[src/rtl/snake_pkg.sv]
// Shared types for the snake game blocks.
//   game_mode_t : display/generator mode driven by game_ctrl.
package snake_pkg;

  typedef enum logic [1:0] {
    MENU = 2'd0,
    GAME = 2'd1,
    END  = 2'd2
  } game_mode_t;

endpackage

[src/rtl/click_edge.sv]
// Rising-edge detector for a mouse button level.
//   clk   : system clock
//   rst   : synchronous active-high reset
//   level : button level
//   pulse : high for the cycle where level is high and was low the cycle before
// The previous-level flop resets to 1, so a button held through reset gives no click.
module click_edge (
  input  logic clk,
  input  logic rst,
  input  logic level,
  output logic pulse
);

  logic prev_q, prev_d;

  assign prev_d = level;

  always_ff @(posedge clk) begin
    if (rst) begin
      prev_q <= 1'b1;
    end else begin
      prev_q <= prev_d;
    end
  end

  // Combinational so the FSM reacts on the same edge that first samples the press.
  assign pulse = level & ~prev_q;

endmodule

[src/rtl/game_ctrl.sv]
// Game flow controller: menu, countdown, run, pause and game-over.
//   clk, rst      : system clock, synchronous active-high reset
//   tick          : one-cycle game-step pulse
//   left, right   : mouse button levels (clicked on rising edge)
//   collision     : head hit wall or body
//   point_eaten   : one-cycle pulse per consumed point
//   mode          : MENU / GAME / END
//   move_en       : move stage may advance (run state only)
//   map_rst       : one-cycle pulse reinitialising map and snake at game start
//   score         : two BCD digits {tens, ones}, saturating at 99
//   countdown     : remaining pre-game countdown
//   paused        : game is paused
// All outputs are registered and change on the edge that samples their cause.
module game_ctrl
  import snake_pkg::*;
#(
  parameter int unsigned COUNT_TICKS = 3,
  parameter int unsigned OVER_TICKS  = 8
) (
  input  logic       clk,
  input  logic       rst,
  input  logic       tick,
  input  logic       left,
  input  logic       right,
  input  logic       collision,
  input  logic       point_eaten,
  output game_mode_t mode,
  output logic       move_en,
  output logic       map_rst,
  output logic [7:0] score,
  output logic [1:0] countdown,
  output logic       paused
);

  localparam logic [1:0] CdInit   = 2'(COUNT_TICKS);
  localparam logic [3:0] OverInit = 4'(OVER_TICKS);

  typedef enum logic [2:0] {
    S_MENU  = 3'd0,
    S_COUNT = 3'd1,
    S_RUN   = 3'd2,
    S_PAUSE = 3'd3,
    S_OVER  = 3'd4
  } state_t;

  state_t     state_q, state_d;
  logic [7:0] score_q, score_d;
  logic [1:0] cd_q, cd_d;
  logic [3:0] over_q, over_d;
  logic       map_rst_q, map_rst_d;
  game_mode_t mode_q, mode_d;
  logic       move_en_q, move_en_d;
  logic       paused_q, paused_d;

  logic click_l, click_r;

  click_edge u_edge_l (
    .clk   (clk),
    .rst   (rst),
    .level (left),
    .pulse (click_l)
  );

  click_edge u_edge_r (
    .clk   (clk),
    .rst   (rst),
    .level (right),
    .pulse (click_r)
  );

  // BCD increment with saturation at 99.
  function automatic logic [7:0] bcd_inc(input logic [7:0] v);
    if (v == 8'h99) begin
      return v;
    end else if (v[3:0] == 4'd9) begin
      return {v[7:4] + 4'd1, 4'd0};
    end else begin
      return {v[7:4], v[3:0] + 4'd1};
    end
  endfunction

  // State register
  always_ff @(posedge clk) begin
    if (rst) begin
      state_q   <= S_MENU;
      score_q   <= 8'h00;
      cd_q      <= 2'd0;
      over_q    <= 4'd0;
      map_rst_q <= 1'b0;
      mode_q    <= MENU;
      move_en_q <= 1'b0;
      paused_q  <= 1'b0;
    end else begin
      state_q   <= state_d;
      score_q   <= score_d;
      cd_q      <= cd_d;
      over_q    <= over_d;
      map_rst_q <= map_rst_d;
      mode_q    <= mode_d;
      move_en_q <= move_en_d;
      paused_q  <= paused_d;
    end
  end

  // Next-state logic
  always_comb begin
    state_d   = state_q;
    score_d   = score_q;
    cd_d      = cd_q;
    over_d    = over_q;
    map_rst_d = 1'b0;
    unique case (state_q)
      S_MENU: begin
        if (click_l) begin
          state_d   = S_COUNT;
          map_rst_d = 1'b1;
          score_d   = 8'h00;
          cd_d      = CdInit;
        end
      end
      S_COUNT: begin
        if (tick) begin
          if (cd_q == 2'd1) begin
            cd_d    = 2'd0;
            state_d = S_RUN;
          end else begin
            cd_d = cd_q - 2'd1;
          end
        end
      end
      S_RUN: begin
        // Collision has priority, so a point eaten on the fatal step is not scored.
        if (collision) begin
          state_d = S_OVER;
          over_d  = OverInit;
        end else if (click_r) begin
          state_d = S_PAUSE;
        end else if (point_eaten) begin
          score_d = bcd_inc(score_q);
        end
      end
      S_PAUSE: begin
        if (click_r) begin
          state_d = S_RUN;
        end
      end
      S_OVER: begin
        // Counter holds at zero; restart is only accepted once it got there.
        if (over_q == 4'd0) begin
          if (click_l) begin
            state_d = S_MENU;
          end
        end else if (tick) begin
          over_d = over_q - 4'd1;
        end
      end
      default: state_d = S_MENU;
    endcase
  end

  // Outputs decoded from the next state so the registered copies line up with state_q.
  always_comb begin
    mode_d    = GAME;
    move_en_d = 1'b0;
    paused_d  = 1'b0;
    unique case (state_d)
      S_MENU:  mode_d = MENU;
      S_OVER:  mode_d = END;
      S_RUN:   move_en_d = 1'b1;
      S_PAUSE: paused_d = 1'b1;
      default: mode_d = GAME;
    endcase
  end

  assign mode      = mode_q;
  assign move_en   = move_en_q;
  assign map_rst   = map_rst_q;
  assign score     = score_q;
  assign countdown = cd_q;
  assign paused    = paused_q;

endmodule

[config.mk]
export PLATFORM = sky130hd
export DESIGN_NAME = game_ctrl
export DESIGN_NICKNAME = d
export VERILOG_FILES = /design/src/rtl/snake_pkg.sv /design/src/rtl/click_edge.sv /design/src/rtl/game_ctrl.sv
export SDC_FILE = /design/constraint.sdc
export NUM_CORES = 1
export LEC_CHECK = 0
export ABC_AREA = 0
export CAP_MARGIN = 10
export CORE_MARGIN = 8
export CORE_UTILIZATION = 46
export DETAILED_ROUTE_END_ITERATION = 10
export GPL_TIMING_DRIVEN = 0
export PLACE_DENSITY = 0.77
export SLEW_MARGIN = 5
export SYNTH_ARGS = -nofsm -noshare
export SYNTH_HDL_FRONTEND = slang
export SYNTH_HIERARCHICAL = 1
export SYNTH_SLANG_ARGS = --single-unit
[constraint.sdc]
create_clock -name clk -period 2.1 [get_ports clk]
set_input_delay 0.315 -clock clk [delete_from_list [all_inputs] [get_ports clk]]
set_output_delay 0.315 -clock clk [all_outputs]
set_load 0.02 [all_outputs]
# Word-level counts from Yosys, hierarchy flattened
# Cells that the tools add are included.
dict set report classes {
  n_addsub 4
  eq_ne 20
  mux 28
  bitwise 5
  reduce_logical 11
}
# cell count
set op_table {}
lappend op_table {{$mux 8} 6}
lappend op_table {{$mux 3} 8}
lappend op_table {{$ne 2x2->1 const B} 10}
lappend op_table {{$pmux 8 s2} 1}
lappend op_table {{$pmux 3 s5} 1}
lappend op_table {{$eq 3x2->1 const B} 4}
lappend op_table {{$mux 4} 3}
lappend op_table {{$add 4x1->4 const B} 2}
lappend op_table {{$eq 8x8->1 const B} 1}
lappend op_table {{$pmux 2 s2} 2}
lappend op_table {{$pmux 4 s2} 1}
lappend op_table {{$reduce_and 7->1} 1}
lappend op_table {{$eq 3x3->1 const B} 2}
lappend op_table {{$logic_not 3->1} 2}
lappend op_table {{$mux 2} 3}
lappend op_table {{$reduce_and 6->1} 1}
lappend op_table {{$reduce_bool 2->1} 3}
lappend op_table {{$eq 4x4->1 const B} 1}
lappend op_table {{$logic_not 4->1} 1}
lappend op_table {{$reduce_and 4->1} 1}
lappend op_table {{$sub 4x1->4 const B} 1}
lappend op_table {{$eq 3x1->1 const B} 1}
lappend op_table {{$mux 1} 3}
lappend op_table {{$not 1->1} 3}
lappend op_table {{other kinds (5)} 6}
dict set report totals {
  regBits 24
  inputBits 7
  out_inout_bits 15
  wordCells 79
}

# Depth between registers and ports, before layout
dict set report depth {
  depth_word 7
  ltp_mapped 7
  mapped_depth_nobuf 6
}

# By module
# The synthesis kept the hierarchy.
# module instances cells_per_inst area_per_inst_um2 seq_area_each_um2
set by_module_without_submodules {}
lappend by_module_without_submodules {game_ctrl 1 133 1147.4 440.4}
lappend by_module_without_submodules {click_edge 2 3 32.5 20.0}

# Worst setup path before layout
# OpenSTA, ideal clock, no wires.
dict set report synth_timing {
  path_kind {reg-to-reg}
  startpoint {register score_q[1] (netlist: score[1])}
  endpoint {register score_q[0] (netlist: score[0])}
  setup_time_ns 0.129
  arrival_ns 1.670
  required_time_ns 1.971
  path_slack_ns 0.301
  stages_incl_launch_ff 8
  path_buffers 1
  synth_period_minus_slack_ns 1.799
  path_cell_list {dfxtp_1 > inv_1 > ha_1 > and3b_1 > clkbuf_1 > or2_2 > a21oi_1 > o21ai_0}
}
dict set report synth_between {
  elab_chain_len 7
  elab_cells_between_ends 10
  cone_classes {eq/ne (3); mux (6); reduce/logical (1)}
}
# item line_no
set synth_rtl {}
lappend synth_rtl {{from (decl)} game_ctrl.sv:47} ;# logic [7:0] score_q, score_d;
lappend synth_rtl {{from (signal assigned)} game_ctrl.sv:95} ;# score_q <= score_d;
lappend synth_rtl {{$eq 4x4->1} game_ctrl.sv:75} ;# end else if (v[3:0] == 4'd9) begin
lappend synth_rtl {{$mux 8} game_ctrl.sv:75}
lappend synth_rtl {{$mux 8} game_ctrl.sv:73} ;# if (v == 8'h99) begin
lappend synth_rtl {{$mux 8} game_ctrl.sv:138} ;# end else if (point_eaten) begin
lappend synth_rtl {{$mux 8} game_ctrl.sv:136} ;# end else if (click_r) begin
lappend synth_rtl {{$mux 8} game_ctrl.sv:133} ;# if (collision) begin
lappend synth_rtl {{$pmux 8 s2} game_ctrl.sv:112} ;# unique case (state_q)
# Parallel ways exist; a longest one is shown, timed or not. The select of a mux whose other input is x is not followed.
# A chain may end at the register's enable or synchronous reset.

# Final worst setup path
dict set report layout_timing {
  startpoint {input port right}
  endpoint {register score_q[5] (netlist: score[5])}
}
dict set report layout_between {
  elab_chain_len 3
}
# item line_no
set layout_rtl {}
lappend layout_rtl {{from (decl)} game_ctrl.sv:24} ;# input logic right,
lappend layout_rtl {{$and 1x1->1} click_edge.sv:27} ;# assign pulse = level & ~prev_q;
lappend layout_rtl {{net click_r} game_ctrl.sv:55} ;# logic click_l, click_r;
lappend layout_rtl {{$ne 2x2->1 (no line)} n/a}
lappend layout_rtl {{$reduce_and 7->1 (no line)} n/a}
# The timed path passes the listed nets, and every way through them passes these cells.

==> metrics <==
share of the synthesized area in the top cell type=about 40%; Inst Count DP=190; Antenna diodes=0; Worst EP required=2.35 ns; post-synth cell types=roughly 40; # Post-CTS Setup Buffers=0; Max clock buf depth=2; Final ANT Viol Nets=0; RSZ-0062 raised after global routing=false; die area=between 0.004 and 0.005 mm2; DRT Wirelength=approximately 2.6 mm; pwr/cell area=roughly 580 mW/mm2; Root Driver=clkbuf_4; DP Area=around 0.0015 mm2; Synth area leader=dfxtp_1; Num CTS Buffers=3; I/O Buffers=21; vias=1099; CP Capture Type=flip-flop; post-layout min period=roughly 1.9 ns; Synth Flop Type=dfxtp_1; Yosys Warn Count=6; Via density=roughly 5.7; Reg clk slew, reported paths=about 0.13 ns; worst hold path class=flip-flop to flip-flop; Slew headroom=73.2%; Mapped Cells=approximately 140; DR WL/cell=~13 um; critical path launch point type=primary input; Sum Neg Setup Slack=0 ns; RD Place Congestion=between 0.8 and 0.9; Slew @ Worst Pin=a little over 0.4 ns; Largest stage delay, worst path=~0.52 ns; fin crit share=91.4%; status=finished, final reports clean; Initial Util=between 40% and 50%; Final Setup Violations=0; Finished Cell Area=approximately 0.0015 mm2; post-route insts no fill=194; H-tree levels=1; Worst IR Drop VDD=~0.00042 V; initial antenna violation count=0; layout cells sized above 1=under 10%; Max-Cap Viols=0; Nets=178; ys async rst share=0%; worst path bufs/invs=1; Final Hold Vio Count=0; Initial DRC Count=50; synth top area cells=dfxtp_1, ha_1, nor2b_1, a21oi_1, nor2_1; Worst Path Arrival=approximately 2.2 ns; number of global-route vias before repair=between 1000 and 1500; worst-path cell chain=clkdlybuf4s50_1, nor2b_1, and4bb_1, or4_4, a41o_1, o22ai_1; syn nets=152; largest net degree at the start of global routing=15; Seq cells post-synth=24; critical path fanouts, max=5; post-synthesis sequential area ratio=roughly two fifths; first-pass GRT wire length=4.57 mm; clk_skew=between 0.006 and 0.007 ns; mapped cell area=0.00121 mm2; placed wire-length estimate=roughly 2 mm; chip width=between 60 and 70 um; Pre-antenna DRT Iters=4; Crit-path slowest cell=or4_4; Crit path max-delay family=simple AND/OR/NAND/NOR gates; worst-skew pair later-pin latency=0.32 ns; worst hold slack=approximately 0.50 ns; Ports=22; most frequent cell after synthesis=dfxtp_1; Slew Limit Fails=0; area delta synth->final=24.8%; DIE HEIGHT=roughly 67 um; fmax=~520 MHz; CTS tree=done; Synth Area per Inst=slightly below 9 um2; Post-synth top cells=dfxtp_1, nor2_1, a21oi_1; CTS Hold Bufs=0; FP Rows=18; Post-synth EDFFs=0; Final Total Pwr=slightly below 900 uW; total track usage=12.5%; PostCTS Resize Cnt=0; CP Class=primary input to flip-flop; Lkg Pwr=between 0.5 and 0.6 nW; GRT overflow=0; drt drc=0; clock sinks=24; Core ar.=approximately 0.0025 mm2
[placed cells by master (no fill, tap or decap), types with 2 or more instances in the layout]
cell type | synthesis | final
clkbuf_1 | 6 | 6
a21oi_1 | 11 | 11
nand3_1 | 6 | 6
nand4b_1 | 2 | 2
nand2b_1 | 4 | 4
and3b_1 | 2 | 2
clkdlybuf4s50_1 | 0 | 21
xor2_1 | 2 | 2
or3_1 | 3 | 3
nor3_1 | 3 | 3
or2_1 | 2 | 2
clkbuf_4 | 0 | 3
nor2_1 | 12 | 12
nand2_1 | 7 | 7
ha_1 | 6 | 6
nor2b_1 | 9 | 9
inv_1 | 6 | 6
mux2i_1 | 2 | 2
and4bb_2 | 2 | 2
o21ai_0 | 6 | 6
dfxtp_1 | 24 | 24
o32ai_1 | 2 | 2
o31ai_1 | 2 | 2
[layer usage]
metal | global-route usage (%) | part of all wire, % | vias up
met2 | 20.7 | 48 | 33
met5 | 0 | 0 | -
met3 | 2.81 | 6.0 | 7
li1 | - | - | 548
met4 | 4.70 | 1.6 | 0
met1 | 15.6 | 45 | 511
[power breakdown]
part / switching, mW / internal, mW / total (mW)
Clock: 0.138 / 0.193 / 0.331
Combinational: 0.0428 / 0.0391 / 0.0819
Sequential: 0.00407 / 0.463 / 0.468
[area by class of cell]
cell class	count	area [um2]
fill	213	987
buffer	6	22.5
inverter	6	22.5
tap	30	37.5
clock inverter	1	30.0
timing repair buffer	21	210
sequential	24	480
multi-input combinational	103	687
clock buffer	3	22.5
[registers in the layout (all words and copies together) (netlist names)]
register / cells
score: 8
mode: 2
state_q: 3
countdown: 2
paused: 1
move_en: 1
map_rst: 1
over_q: 4
u_edge_l/prev_q: 1
u_edge_r/prev_q: 1
[cells by family (layout without fill, tap and decap cells)]
logic type,after synthesis,count (layout),synth area share (%)
fa+ha+maj,6,6,6.19
compound gates,29,29,14.9
simple gates,63,63,31.8
mux,2,2,1.65
buf+inv,12,37,3.71
flops,24,24,39.6
xor+xnor,3,3,2.17
[per-stage QoR]
stage               utilization, %  setup WS, ns
global placement              58.4        -0.125
finish                        60.5         0.180
global route                  60.5        0.0529
detailed placement            58.4        -0.166
floorplan                        -         0.301
CTS                           60.5         0.169
[worst reg2reg max path: cells and delay by family, from the launching register on]
family                     cells  cell delay, ns
buffers and inverters          2            0.24
AOI/OAI and AO/OA              2            0.44
adders and majority gates      1            0.17
DFF                            1            0.41
and+or+nand+nor                2            0.54
[path summary, 6_finish.rpt]
check,slack (ns),endpoint,from,depth (start not counted)
worst min register to register,0.50,over_q[1]$_SDFFE_PP0P_,over_q[1]$_SDFFE_PP0P_,2
worst max-delay path,0.18,score[5]$_SDFFE_PP0P_,right,6
worst min-delay path,0.50,over_q[1]$_SDFFE_PP0P_,over_q[1]$_SDFFE_PP0P_,2
worst max register to register,0.19,score[0]$_SDFFE_PP0P_,score[1]$_SDFFE_PP0P_,7
(Power assumes the default switching activity.)
